File: config.mk
export PLATFORM = sky130hd
export DESIGN_NAME = branch_flush_controller
export DESIGN_NICKNAME = d
export VERILOG_FILES = /design/src/rtl/branch_flush_controller.sv
export SDC_FILE = /design/constraint.sdc
export NUM_CORES = 1
export LEC_CHECK = 0
export BUFFER_PORTS_ARGS = -buffer_cell sky130_fd_sc_hd__buf_2
export CAP_MARGIN = 20
export CORE_MARGIN = 4
export CORE_UTILIZATION = 54
export CTS_CLUSTER_DIAMETER = 50
export DETAILED_ROUTE_END_ITERATION = 10
export PLACE_DENSITY = 0.79
export SETUP_SLACK_MARGIN = 0.3
export SYNTH_ARGS = -nofsm -noshare
export SYNTH_HDL_FRONTEND = slang
export SYNTH_SLANG_ARGS = --single-unit
export TNS_END_PERCENT = 20
File: constraint.sdc
create_clock -name clk -period 2.3 [get_ports clk]
set_input_delay 0.46 -clock clk [delete_from_list [all_inputs] [get_ports clk]]
set_output_delay 0.46 -clock clk [all_outputs]
set_load 0.01 [all_outputs]
File: src/rtl/branch_flush_controller.sv
// Pipeline sequencer for the 5-stage core: PC/IF/ID advance, stall and flush control,
// next-PC source selection, trap entry with drain, and stretched pipeline reset.
module branch_flush_controller #(
  parameter int unsigned RESET_HOLD_CYCLES = 2,
  parameter int unsigned TRAP_DRAIN_CYCLES = 3,
  parameter int unsigned CNT_W             = 8
) (
  input  logic             clk,
  input  logic             system_reset_n,
  input  logic             ID_branch_instr,
  input  logic             a,
  input  logic             branch_taken,
  input  logic             branch_always,
  input  logic             load_use_hazard,
  input  logic             trap_req,
  output logic             pipeline_reset,
  output logic             pc_enable,
  output logic             if_id_enable,
  output logic             if_id_flush,
  output logic             id_ex_bubble,
  output logic [1:0]       pc_sel,
  output logic             trap_ack,
  output logic [CNT_W-1:0] annul_count,
  output logic [CNT_W-1:0] stall_count
);

  localparam logic [1:0] PcSeq  = 2'b00;
  localparam logic [1:0] PcBr   = 2'b01;
  localparam logic [1:0] PcTrap = 2'b10;

  localparam logic [3:0] HoldInit  = 4'(RESET_HOLD_CYCLES - 1);
  localparam logic [3:0] DrainInit = 4'(TRAP_DRAIN_CYCLES - 1);
  localparam logic [CNT_W-1:0] CntMax = {CNT_W{1'b1}};

  typedef enum logic [1:0] {StHold, StRun, StDrain} state_e;

  state_e           state_q, state_d;
  logic [3:0]       hold_q, hold_d;
  logic [3:0]       drain_q, drain_d;
  logic             trap_ack_q, trap_ack_d;
  logic [CNT_W-1:0] annul_q, annul_d;
  logic [CNT_W-1:0] stall_q, stall_d;

  // Annul the delay slot of an untaken branch, or of BA, when the a bit is set.
  logic annul;
  assign annul = a & (~branch_taken | branch_always);

  // State and counter registers; reset forces HOLD and clears all event state.
  always_ff @(posedge clk or negedge system_reset_n) begin
    if (!system_reset_n) begin
      state_q    <= StHold;
      hold_q     <= HoldInit;
      drain_q    <= '0;
      trap_ack_q <= 1'b0;
      annul_q    <= '0;
      stall_q    <= '0;
    end else begin
      state_q    <= state_d;
      hold_q     <= hold_d;
      drain_q    <= drain_d;
      trap_ack_q <= trap_ack_d;
      annul_q    <= annul_d;
      stall_q    <= stall_d;
    end
  end

  // Next-state, down-counters, trap acknowledge and saturating event counters.
  always_comb begin
    state_d    = state_q;
    hold_d     = hold_q;
    drain_d    = drain_q;
    trap_ack_d = 1'b0;
    annul_d    = annul_q;
    stall_d    = stall_q;
    case (state_q)
      StHold: begin
        if (hold_q == 4'd0) state_d = StRun;
        else                hold_d  = hold_q - 4'd1;
      end
      StRun: begin
        if (trap_req) begin
          state_d = StDrain;
          drain_d = DrainInit;
        end else if (load_use_hazard) begin
          if (stall_q != CntMax) stall_d = stall_q + 1'b1;
        end else if (ID_branch_instr && annul) begin
          if (annul_q != CntMax) annul_d = annul_q + 1'b1;
        end
      end
      StDrain: begin
        if (drain_q == 4'd0) begin
          state_d    = StRun;
          trap_ack_d = 1'b1;
        end else begin
          drain_d = drain_q - 4'd1;
        end
      end
      default: state_d = StHold;
    endcase
  end

  // Pipeline controls; Mealy in RUN, fixed in HOLD and DRAIN.
  always_comb begin
    pipeline_reset = 1'b0;
    pc_enable      = 1'b1;
    if_id_enable   = 1'b1;
    if_id_flush    = 1'b0;
    id_ex_bubble   = 1'b0;
    pc_sel         = PcSeq;
    case (state_q)
      StHold: begin
        pipeline_reset = 1'b1;
        pc_enable      = 1'b0;
        if_id_enable   = 1'b0;
      end
      StRun: begin
        if (trap_req) begin
          pc_sel       = PcTrap;
          if_id_flush  = 1'b1;
          id_ex_bubble = 1'b1;
        end else if (load_use_hazard) begin
          pc_enable    = 1'b0;
          if_id_enable = 1'b0;
          id_ex_bubble = 1'b1;
        end else if (ID_branch_instr) begin
          pc_sel      = branch_taken ? PcBr : PcSeq;
          if_id_flush = annul;
        end
      end
      StDrain: begin
        pc_enable    = 1'b0;
        if_id_enable = 1'b0;
        id_ex_bubble = 1'b1;
      end
      default: begin
        pipeline_reset = 1'b1;
        pc_enable      = 1'b0;
        if_id_enable   = 1'b0;
      end
    endcase
  end

  assign trap_ack    = trap_ack_q;
  assign annul_count = annul_q;
  assign stall_count = stall_q;

endmodule

* Word-level counts from Yosys, hierarchy flattened *
Cells that the tools add are included.

storage, ports and cells
  register bits = 27
  input bits = 8
  output and inout bits = 24
  logic and storage cells = 60

cells by class
  add/subtract/negate cells = 4
  eq/ne operators = 8
  mux-type cells = 25
  bitwise operators = 6
  reduce and logical (&&, ||, !) cells = 11

operators with widths
  operator                                          number
  adder 8 x 1 -> 8 bit, second input constant       2
  != test 8 bit, second input constant              2
  2-to-1 mux 1 bit                                  15
  2-to-1 mux 2 bit                                  5
  zero test 4 bit                                   2
  2-to-1 mux 4 bit                                  2
  != test 2 bit, second input constant              4
  case mux 4 bit (2 select lines)                   1
  subtractor 4 x 1 -> 4 bit, second input constant  2
  case mux 2 bit (3 select lines)                   1
  AND reduction 3 bit                               2
  AND reduction 5 bit                               1
  NOT 1 bit                                         4
  AND reduction 4 bit                               1
  == test 2 x 1 -> 1 bit, second input constant     1
  == test 2 bit, second input constant              1
  zero test 2 bit                                   1
  case mux 1 bit (2 select lines)                   1
  AND reduction 2 bit                               1
  nonzero test 2 bit                                1
  OR reduction 2 bit                                1
  bitwise AND 1 bit                                 1
  logical AND 1 bit                                 1
  OR 1 bit                                          1

* Logic depth before layout (Yosys ltp) *
  depth in word-level cells = 7
  gate-level depth with buffers = 8
  gate-level depth less buffers = 6

* Worst setup path after synthesis *
No wires, ideal clock.

  path kind = register to register
  start point = register state_q[1]
  end point = register annul_q[1], in the netlist annul_count[1]
  setup time = 128 ps
  data arrival time = 1889 ps
  required time = 2172 ps
  path slack = 283 ps
  stages on the path, launching flop included = 9
  path buffers = 2
  period minus slack after synthesis = 2017 ps
  path through = dfrtp_1 > inv_1 > ha_1 > buf_4 > nand2b_4 > buf_6 > nor4_4 > o31a_2 > mux2_1

between the ends
  word-level cells in the longest chain between the ends = 2

RTL lines
  item                                  line  source
  start, declared                       37    state_e state_q, state_d;
  start signal, assigned                51    state_q <= StHold;
  start signal, assigned                58    state_q <= state_d;
  == test 2 x 1 -> 1 bit                75    case (state_q)
  AND reduction 5 bit (no source line)  --
  end signal, assigned                  62    annul_q <= annul_d;
  end, declared                         41    logic [CNT_W-1:0] annul_q, annul_d;

Every way passes these cells.
A chain may end at the register's enable or synchronous reset.

* Final worst setup path *
  start point = register state_q[0]
  end point = output pc_sel[0]

between the ends
  word-level cells in the longest chain between the ends = 2

RTL lines
  item                    line  source
  == test 2 x 1 -> 1 bit  110   case (state_q)
  2-to-1 mux 2 bit        110
  end, declared           21    output logic [1:0] pc_sel,

Every way passes these cells.

==> impl_metrics.ini <==
[run_status]
status = finished, final reports clean

[global_route]
grt_use_total_pct = 20.0
grt_max_degree = 28
grt_antenna_before_repair = 0
grt_pass1_vias = 1324
grt_pass1_wl_um = 5750
grt_overflow = 0

[clocking]
cts_buffer_depth = 2
cts_sinks = 27
clk_latency_ps = 320
numCtsBuffers = 3
htree_num_levels = 1
cts-root-buf = clkbuf_4
cts_tree = yes
clk_pin_slew_ps = 150
ctsHoldBuffers = 0

[sta]
finalMaxSlewViolations = 0
post-route-period-util_pct = 83.4
fin_skew_ps = 4.02
final-setup-viol-count = 0
relSlewSlack_pct = 59.0
fin_crit_ps = 1920
setup_tns_ps = 0
fmax_mhz = 522
hold_violations = 0
holdWs_ps = 125
worstMarginPinSlew_ps = 616
rsz0062_at_grt = false

[synth]
syn_nets = 183
avgSynthCellArea_um2 = 9.45
synth_warnings = 0
yosysUniqueCellTypes = 42
synth_area_um2 = 1570
ys_ff_latch = 27
netlist_instances = 166
yosysSeqAreaShare_pct = 43.1

[floorplan]
die_height_um = 61.9
fp-row-count = 19
die-area_um2 = 3830
core-area_um2 = 2760
die_w_um = 61.9
num_io_pins = 32
start_util_pct = 56.9

[power_and_ir_drop]
peakVddDrop_uv = 759
leakagePower_nw = 0.887
p_per_area_nw_per_um2 = 934

[critical_path]
crit_required_ps = 1840
cp-end-kind = primary output
critPathArrivalTime_ps = 1460
crit_fanout = 10
r2r_end = drain_q[1]
reg2reg_slack_ps = 450
path_class = reg -> out
worstSetupStartpointType = register
reg2reg_from = drain_q[0]
reg2reg_depth = 6

[place]
post_dp_cell_area_um2 = 1730
dpl.cell_count = 223
gp_congestion = 0.927
io_buffer_count = 31
dp_hpwl_um = 2530

[cells_and_area]
final_area_um2 = 1820
fin_util_pct = 66.1
drive_gt1_share_pct = 27.5
nNetsFinal = 218
area_growth_pct = 16.2
n_antenna_cell = 0
layout.cells.non_filler = 231

[drt]
dr.pass1.iters = 4
wl_um = 3370
drc_errors = 0
detail_route.vias_per_cell = 5.91
ant_nets = 0
first_iter_violations = 74
route.vias.total = 1365
wl_per_cell_um = 14.6

[job]
max_cap_violations = 0

[min_path]
hold_path.class = in -> async
[cells in the final DEF (no fill, tap or decap), drive strengths merged, types with 2 or more instances in the layout]
| cell | netlist | routed |
|---|---|---|
| buf | 3 | 36 |
| dfrtp | 26 | 26 |
| nand2 | 17 | 17 |
| inv | 12 | 11 |
| o21ai | 11 | 11 |
| a21oi | 9 | 9 |
| nor2 | 9 | 9 |
| ha | 9 | 9 |
| nand3 | 8 | 8 |
| a31oi | 7 | 7 |
| nor3 | 5 | 5 |
| mux2 | 5 | 5 |
| nand4 | 4 | 4 |
| xor2 | 4 | 4 |
| nand2b | 4 | 4 |
| clkbuf | 3 | 4 |
| nor2b | 2 | 2 |
| and2 | 2 | 2 |
| a41oi | 2 | 2 |
| and3 | 2 | 2 |
| a21o | 2 | 2 |
| xnor2 | 2 | 2 |
| a211oi | 2 | 2 |
| o21bai | 2 | 2 |
| nor4 | 2 | 2 |
[worst max-delay path by stage]
stage	from	cells after the start	slack [ps]	to
floorplan	state_q[1]	8	330	annul_count[1]
global placement	state_q[1]	7	430	annul_count[4]
detailed placement	state_q[1]	7	330	annul_count[4]
CTS	state_q[0]	5	270	id_ex_bubble
global route	state_q[0]	5	280	id_ex_bubble
finish	state_q[0]	5	380	pc_sel[0]
[layer usage]
metal / routed length [µm] / track usage (%) / share of wire [%]
met5: 0 / 0 / 0
met3: 180 / 2.89 / 5.3
met1: 1500 / 26.5 / 44
met4: 91 / 9.09 / 2.7
met2: 1600 / 32.4 / 47
[power by group]
group | switching (mW) | total (mW) | internal, mW
combinational | 0.451 | 0.808 | 0.357
sequential | 0.114 | 0.686 | 0.572
clock | 0.141 | 0.209 | 0.0680
[layout make-up]
cell class              count  area (µm²)
flip-flops and latches     27         677
well taps                  31        38.8
repair buffers             36         193
fillers                   230         935
inverters                  12        48.8
clock buffers               4        26.3
multi-input cells         121         840
[timing repair]
action,CTS,global route
endpoints found under the setup margin,5,4
setup buffers,1,3
hold endpoints to repair,0,0
gates resized for setup,4,3
[synth_stat cells]
library cell  count  area [µm²]
dfrtp_1          26         651
nand2_1          17        63.8
inv_1            12        45.0
o21ai_0          10        50.1
a21oi_1           9        45.0
ha_1              9         113
nor2_1            9        33.8
nand3_1           8        40.0
a31oi_1           7        43.8
nor3_1            5        25.0
mux2_2            4        45.0
nand4_1           4        25.0
xor2_1            4        35.0
clkbuf_1          3        11.3
nand2b_1          3        18.8
a211oi_1          2        15.0
a21o_1            2        15.0
a41oi_1           2        17.5
and2_1            2        12.5
and3_1            2        12.5
buf_4             2        15.0
nor2b_1           2        12.5
o21bai_1          2        15.0
xnor2_1           2        17.5
a22o_1            1        8.76
and2b_1           1        7.51
and4_1            1        8.76
buf_6             1        11.3
dfstp_2           1        26.3
mux2_1            1        11.3
mux2i_1           1        10.0
nand2b_4          1        13.8
nor4_1            1        6.26
nor4_4            1        21.3
nor4b_1           1        8.76
o21ai_1           1        5.00
o221a_2           1        11.3
o311ai_0          1        8.76
o31a_2            1        10.0
o31ai_1           1        7.51
or2_2             1        6.26
or3b_2            1        8.76
[metrics by stage]
| step | setup slack [ps] | power (mW) |
|---|---|---|
| 6_report | 383 | 1.70 |
| 5_1_grt | 278 | 1.85 |
| 4_1_cts | 269 | 1.67 |
| 3_5_place_dp | 327 | 1.41 |
| 3_3_place_gp | 428 | 1.36 |
| 2_1_floorplan | 325 | 1.19 |
[cells by family (layout without fill, tap and decap cells)]
kind of cell             after synthesis  after routing  synth area share [%]
AND/OR/NAND/NOR                       60             60                  20.7
AO/OA/AOI/OAI                         40             40                  16.1
flip-flops                            27             27                  43.1
buffers and inverters                 18             52                  5.26
adder cells (fa/ha/maj)                9              9                  7.18
XOR/XNOR                               6              6                  3.35
multiplexers                           6              6                  4.23
[worst max-delay path, cell delays in order, from the launching register on]
cell,delay [ps]
dfrtp_1,420
buf_4,140
ha_4,160
nand2b_4,110
nor3_2,150
buf_2,150
[sequential cells by signal, summed over array words and instances (netlist names)]
signal,count
stall_count,8
hold_q,4
trap_ack,1
annul_count,8
state_q,2
drain_q,4
(Power assumes the default switching activity.)
